<file path="src/rtl/pipe_stall_ctrl.sv">
// pipe_stall_ctrl: merges stage stall requests and sequences mispredict flush/redirect/refill
module pipe_stall_ctrl #(
  parameter int REFILL_CYC = 1,
  parameter int WDOG_LIMIT = 1024,
  parameter int CNT_W      = 32
) (
  input  logic             clk,
  input  logic             rst,
  input  logic             rdy,
  input  logic             if_stall_req,
  input  logic             id_stall_req,
  input  logic             mem_stall_req,
  input  logic             ex_pre_fail,
  input  logic [31:0]      ex_target,
  output logic [5:0]       stall_stmt,
  output logic             flush_o,
  output logic             pc_redirect_o,
  output logic [31:0]      pc_target_o,
  output logic [CNT_W-1:0] stall_cnt_o,
  output logic [CNT_W-1:0] flush_cnt_o,
  output logic             hang_o
);
  typedef enum logic [1:0] {IDLE, REDIR, REFILL} state_t;
  localparam int RW = $clog2(REFILL_CYC + 2);
  state_t           state_q, state_d;
  logic [RW-1:0]    refill_q, refill_d;
  logic [15:0]      wd_q, wd_d;
  logic [31:0]      target_q, target_d;
  logic [CNT_W-1:0] scnt_q, scnt_d, fcnt_q, fcnt_d;
  logic             hang_q, hang_d, redir_q;
  logic [5:0]       base, stall;
  logic             accept, stalled;
  // Stall encoding, mispredict sequencing and counter/watchdog next-state
  always_comb begin
    base = mem_stall_req ? 6'b011111 : id_stall_req ? 6'b000111 :
           if_stall_req ? 6'b000011 : 6'b000000;
    stall = state_q == REDIR ? (mem_stall_req ? 6'b011111 : 6'b000000)
                             : base | {3'b000, state_q == REFILL, 2'b00};
    accept = ex_pre_fail && !mem_stall_req && state_q != REDIR;
    stalled = stall != 6'b000000;
    state_d = state_q;
    refill_d = refill_q;
    target_d = target_q;
    fcnt_d = fcnt_q;
    if (accept) begin
      state_d = REDIR;
      target_d = ex_target;
      fcnt_d = fcnt_q != '1 ? fcnt_q + 1'b1 : fcnt_q;
    end else if (state_q == REDIR && !mem_stall_req) begin
      state_d = REFILL_CYC > 0 ? REFILL : IDLE;
      refill_d = RW'(REFILL_CYC);
    end else if (state_q == REFILL && !mem_stall_req) begin
      refill_d = refill_q - 1'b1;
      state_d = refill_q == RW'(1) ? IDLE : REFILL;
    end
    scnt_d = stalled && scnt_q != '1 ? scnt_q + 1'b1 : scnt_q;
    wd_d = !stalled ? 16'd0 : wd_q != '1 ? wd_q + 1'b1 : wd_q;
    hang_d = hang_q || (stalled && int'(wd_q) + 1 >= WDOG_LIMIT);
  end
  // Reset dominates; rdy low stops every stage and suppresses the flush
  always_comb begin
    stall_stmt = !rst ? 6'b000000 : !rdy ? 6'b111111 : stall;
    flush_o = rst && rdy && (accept || state_q == REDIR);
  end
  // State, redirect strobe, target, counters and watchdog; all frozen while rdy is low
  always_ff @(posedge clk or negedge rst) begin
    if (!rst) begin
      state_q <= IDLE;
      refill_q <= '0;
      wd_q <= '0;
      target_q <= '0;
      scnt_q <= '0;
      fcnt_q <= '0;
      hang_q <= 1'b0;
      redir_q <= 1'b0;
    end else if (rdy) begin
      state_q <= state_d;
      refill_q <= refill_d;
      wd_q <= wd_d;
      target_q <= target_d;
      scnt_q <= scnt_d;
      fcnt_q <= fcnt_d;
      hang_q <= hang_d;
      redir_q <= state_d == REDIR;
    end
  end
  assign pc_redirect_o = redir_q;
  assign pc_target_o = target_q;
  assign stall_cnt_o = scnt_q;
  assign flush_cnt_o = fcnt_q;
  assign hang_o = hang_q;
endmodule

</file>
<file path="config.mk">
export PLATFORM = sky130hd
export DESIGN_NAME = pipe_stall_ctrl
export DESIGN_NICKNAME = d
export VERILOG_FILES = /design/src/rtl/pipe_stall_ctrl.sv
export SDC_FILE = /design/constraint.sdc
export NUM_CORES = 1
export LEC_CHECK = 0
export CORE_ASPECT_RATIO = 0.7
export CORE_MARGIN = 5
export CORE_UTILIZATION = 45
export DETAILED_ROUTE_END_ITERATION = 10
export PLACE_DENSITY = 0.77
export SLEW_MARGIN = 5
export SYNTH_ARGS = -nofsm -noshare
export SYNTH_HDL_FRONTEND = slang
export SYNTH_SLANG_ARGS = --single-unit
</file>
<file path="constraint.sdc">
create_clock -name clk -period 1.9 [get_ports clk]
set_input_delay 0.38 -clock clk [delete_from_list [all_inputs] [get_ports clk]]
set_output_delay 0.38 -clock clk [all_outputs]
set_load 0.05 [all_outputs]
</file>
### Word-level counts from Yosys, hierarchy flattened

Cells that the tools add are included.
Widths: inputs -> output; s select.

* logic and storage cells: 58
* register bits: 118

* reductions and logical operators: 18
* bitwise operators: 2
* eq/ne operators: 9
* add/sub/neg operators: 5
* mux-type cells: 15
* order comparisons: 1

Operators by type and width (number)
* $add 32x1->32 const B: 2
* $ne 32x32->1 const B: 2
* $mux 16: 2
* $add 16x1->17 const B: 1
* $ge 17x11->1 const B: 1
* $add 16x1->16 const B: 1
* $ne 16x16->1 const B: 1
* $mux 5: 3
* $mux 2: 7
* $mux 6: 2
* $logic_and 1x1->1: 8
* $eq 2x1->1 const B: 3
* $reduce_and 2->1: 3
* $reduce_and 3->1: 2
* $reduce_bool 6->1: 1
* $or 5x3->5: 1
* $ne 2x1->1 const B: 2
* $mux 3: 1
* $eq 2x2->1 const B: 1
* $logic_or 1x1->1: 2
* $reduce_bool 2->1: 1
* $sub 2x1->2 const B: 1
* $logic_not 1->1: 1
* $not 1->1: 1

### Longest topological paths before layout

* depth in word-level cells: 8
* depth in mapped cells: 8
* depth with buffers taken out: 6

### Worst setup path after synthesis

Ideal clock, no wire load.

* kind: register to output
* start point: register state_q[1]
* end point: output stall_stmt[1]
* slack: -0.792 ns
* arrival: 2.312 ns
* cell stages (with the launch flop): 6
* cells stage by stage: dfrtp_1 > buf_2 > nand2b_1 > o21ai_0 > a21boi_0 > buf_4

* word-level cells in the longest chain between the ends: 4

Ends and longest elaborated chain
* start, declared: RTL line 25 `state_t state_q, state_d;`
* start signal, assigned: RTL line 77 `state_q <= state_d;`
* $eq 2x1->1: RTL line 37 `stall = state_q == REDIR ? (mem_stall_req ? 6'b011111 : 6'b000000)`
* $mux 5: RTL line 37
* $mux 6 (2 in series): RTL line 62 `stall_stmt = !rst ? 6'b000000 : !rdy ? 6'b111111 : stall;`
* end, declared: RTL line 15 `output logic [5:0] stall_stmt,`

No other way between the ends.

### Worst setup path after layout

Ends and elaborated chain as after synthesis.

==> qor.csv <==
stage,metric,value,unit
global_route,total congestion overflow,0,
cts,CTS Buffer Depth,2,
cts,"Clk Latency, worst-skew pair",420,ps
cts,CTS H-Tree Depth,4,
floorplan,num ports,144,
synth,Syn Inst Count,531,
timing,"Slew Viols, Final",0,
status,outcome,"finished, violations left",
critical_path,Critical Path RT,1520,ps
synth,Post-synth EDFFs,0,
pwr,Static Leak,4.080,nW
timing,RSZ-0062 raised after global routing,true,
critical_path,"CP delay by family, top",flip-flops,
critical_path,crit start category,flip-flop,
route,Iteration-0 DRC Markers,308,
global_route,global-route wire length before repair,26920,um
job,max-cap violations,0,
synth,sequential share of the synthesized area,0.5096,
synth,flop and latch count out of synthesis,118,
route,DR pass1 iterations,5,
route,vias,5173,
status,failing checks,negative setup slack,
global_route,largest net degree at the start of global routing,72,
timing,Slew Limit Headroom,0.3862,
synth,fraction of registers with async set/reset,1.000,
timing,period utilization,1.046,
global_route,gr usage total,0.2114,
timing,clk_skew,19.42,ps
route,WL final,16710,um
timing,Tmin final,1988,ps
pwr,Clock power frac,0.281,
layout,"most common cell after layout, fill and taps aside",buf_4,
pwr,Reg power frac,0.315,
global_route,GRT busiest layer,met2,
synth,syn avg cell area,10.91,um2
layout,final core occ,0.7152,
layout,nets@finish,812,
min_path,Tightest Hold Check Type,input pin to async pin,
global_route,initial antenna violation count,0,
place,Detailed Place HPWL,11490,um
timing,worst slew pin tran,920.8,ps
timing,Final WS setup,-87.95,ps
floorplan,core area,0.01251,mm2
critical_path,highest-delay cell along the critical path,dfrtp_1,
cts,Inserted Clock Buffers,17,
synth,"Top FF cell, synth",dfrtp_1,
critical_path,CP Cell Sequence,buf_6 > nand2b_4 > buf_6 > o21ai_4 > a21boi_4 > buf_6,
timing,final setup fails,19,
critical_path,WP data arrival,1610,ps
floorplan,die area,0.01528,mm2
pwr,Comb power frac,0.404,
cts,CTS root buf,clkbuf_16,
floorplan,Die Y,104.9,um
critical_path,Max Fanout on Critical Path,4,
global_route,GR Util met3,0.07443,
global_route,met2 Use GR,0.3332,
pwr,Internal,6.849,mW
route,wire length per cell after detailed routing,17.71,um
pwr,Sw Pwr,4.477,mW
synth,synth top area cells,"dfrtp_1 (51%), mux2_2 (7.0%), xnor2_1 (5.7%), nand4_1 (4.0%), xor2_1 (3.3%)",
timing,Fin. Hold Viols,0,
critical_path,"slowest stage delay, CP",440,ps
place,gp weighted congestion,0.8559,
global_route,vias in the first global route,5362,
route,detailed-route vias per instance,5.480,
synth,Synth cell types,57,
pwr,pwr/cell area,1266,mW/mm2
critical_path,critical setup path kind,flip-flop to output port,
synth,post-synthesis cell area,0.005794,mm2
floorplan,row count,34,
critical_path,Crit path top cell by count,buf_6,
route,DRC viols,0,
timing,max frequency,503.0,MHz
layout,# diodes,0,
pwr,peak supply drop,1.268,mV
synth,Synth top area share,0.5096,
place,Placement Cell Area,0.007921,mm2
cts,CTS sink count,118,
route,ANT nets after route,0,
critical_path,element type at the critical path end,output port,
cts,CTS tree,built,
cts,Worst-path clk slew,50,ps
synth,yosys synthesis warning count,0,
synth,syn nets,574,
floorplan,die width,145.6,um
layout,Layout area overhead,54.37,%
global_route,global routing usage on met1,0.2775,
synth,largest area contributor in the netlist,dfrtp_1,
layout,design area,0.008945,mm2
floorplan,Initial Util,0.4633,
place,number of port buffers,143,
pwr,Switching Share,0.3953,
layout,most frequent cells in the layout,"buf_4 (156), dfrtp_1 (72), dfrtp_2 (46), nand4_1 (37), xnor2_1 (37)",
critical_path,CP Buf/Inv Count,3,
layout,ratio of cells with drive above 1 in the final layout,0.4552,
==> routing by layer <==
layer  routed length, um  share of wire
met4                 257          0.015
met1                7192           0.43
met2                7797           0.47
met5                   0              0
met3                1466          0.088
==> timing repair <==
action / CTS / global route
endpoints found under the hold margin: 2 / 0
endpoints found under the setup margin: 108 / 79
setup buffers: 3 / 10
pin swaps: 3 / 19
gates resized for setup: 54 / 52
hold buffers: 1 / 0
gates cloned: 1 / 1
==> area by class of cell <==
type | count | area, um2
Fill cell | 859 | 3562
Multi-Input combinational cell | 382 | 3025
Sequential cell | 118 | 3010
Timing Repair Buffer | 242 | 2081
Clock buffer | 21 | 470.5
Tap cell | 162 | 202.7
Clock inverter | 11 | 125.1
Inverter | 8 | 30.03
==> stage by stage <==
| stage | std cells | setup TNS (ps) | total power, mW | worst slack [ps] | hold slack (ps) |
|---|---|---|---|---|---|
| floorplan | 531 | -1557 | 6.304 | -137.4 | 84.41 |
| global placement | 896 | -47540 | 7.955 | -546.7 | 209.9 |
| detailed placement | 896 | -52590 | 8.069 | -592.3 | 212.2 |
| CTS | 933 | -189.4 | 11.23 | -85.07 | 179.2 |
| global route | 944 | -3145 | 11.85 | -153.5 | 224.6 |
| finish | 944 | -563.7 | 11.33 | -87.95 | 166.7 |
==> worst register-to-register path, delay by kind of cell, from the launching register on <==
kind                      cells  cell delay [ps]
xor gates and xnor gates      1              140
buffers and inverters         4              530
and+or+nand+nor               3              720
DFF                           1              440
==> logic make-up after synthesis <==
family,count (synthesis),synth area share
AND/OR/NAND/NOR,219,0.2159
multiplexers,37,0.07169
XOR/XNOR,60,0.09069
AO/OA/AOI/OAI,62,0.07925
adder cells (fa/ha/maj),4,0.008638
buffers and inverters,31,0.02419
flip-flops,118,0.5096
==> synthesized netlist by cell type, types with 2 or more instances <==
cell,n
a211o_1,7
a21oi_1,13
a22o_1,3
a311oi_2,2
a31oi_1,7
a41oi_1,2
and2_1,4
and3_1,23
and4_1,10
buf_2,6
buf_4,3
clkbuf_1,10
clkbuf_2,4
dfrtp_1,118
ha_1,4
inv_1,8
mux2_2,36
nand2_1,32
nand2b_1,2
nand3_1,31
nand4_1,37
nor2_1,29
nor2b_1,3
nor3_1,22
nor3b_1,4
nor4_1,4
nor4_4,2
nor4b_1,2
o211ai_1,2
o21a_1,3
o21ai_0,10
or2_2,3
or4_1,2
or4_4,2
xnor2_1,38
xor2_1,22
==> power groups by stage <==
stage	combinational [mW]	sequential, mW	clock [mW]
6_report	4.57	3.57	3.18
5_1_grt	4.84	3.66	3.36
4_1_cts	4.44	3.56	3.23
3_5_place_dp	4.47	3.60	0
3_3_place_gp	4.40	3.56	0
2_1_floorplan	1.10	5.21	0
==> registers in the layout (all words and copies together) (netlist names) <==
signal	cells
flush_cnt_o	32
pc_target_o	32
hang_o	1
refill_q	2
wd_q	16
pc_redirect_o	1
state_q	2
stall_cnt_o	32
==> path summary, 6_finish.rpt <==
kind                            startpoint              end  slack [ps]  cells past startpoint
min reg2reg                flush_cnt_o[27]  flush_cnt_o[27]         480                      1
min in group clk                       rdy    pc_redirect_o         450                      3
max in group asynchronous              rst   flush_cnt_o[3]         940                      2
max reg2reg                     state_q[1]   stall_cnt_o[6]         -40                      8
max                             state_q[1]    stall_stmt[1]         -90                      6
min                                    rst  pc_target_o[22]         170                      2
Power figures use the tool's default switching activity.
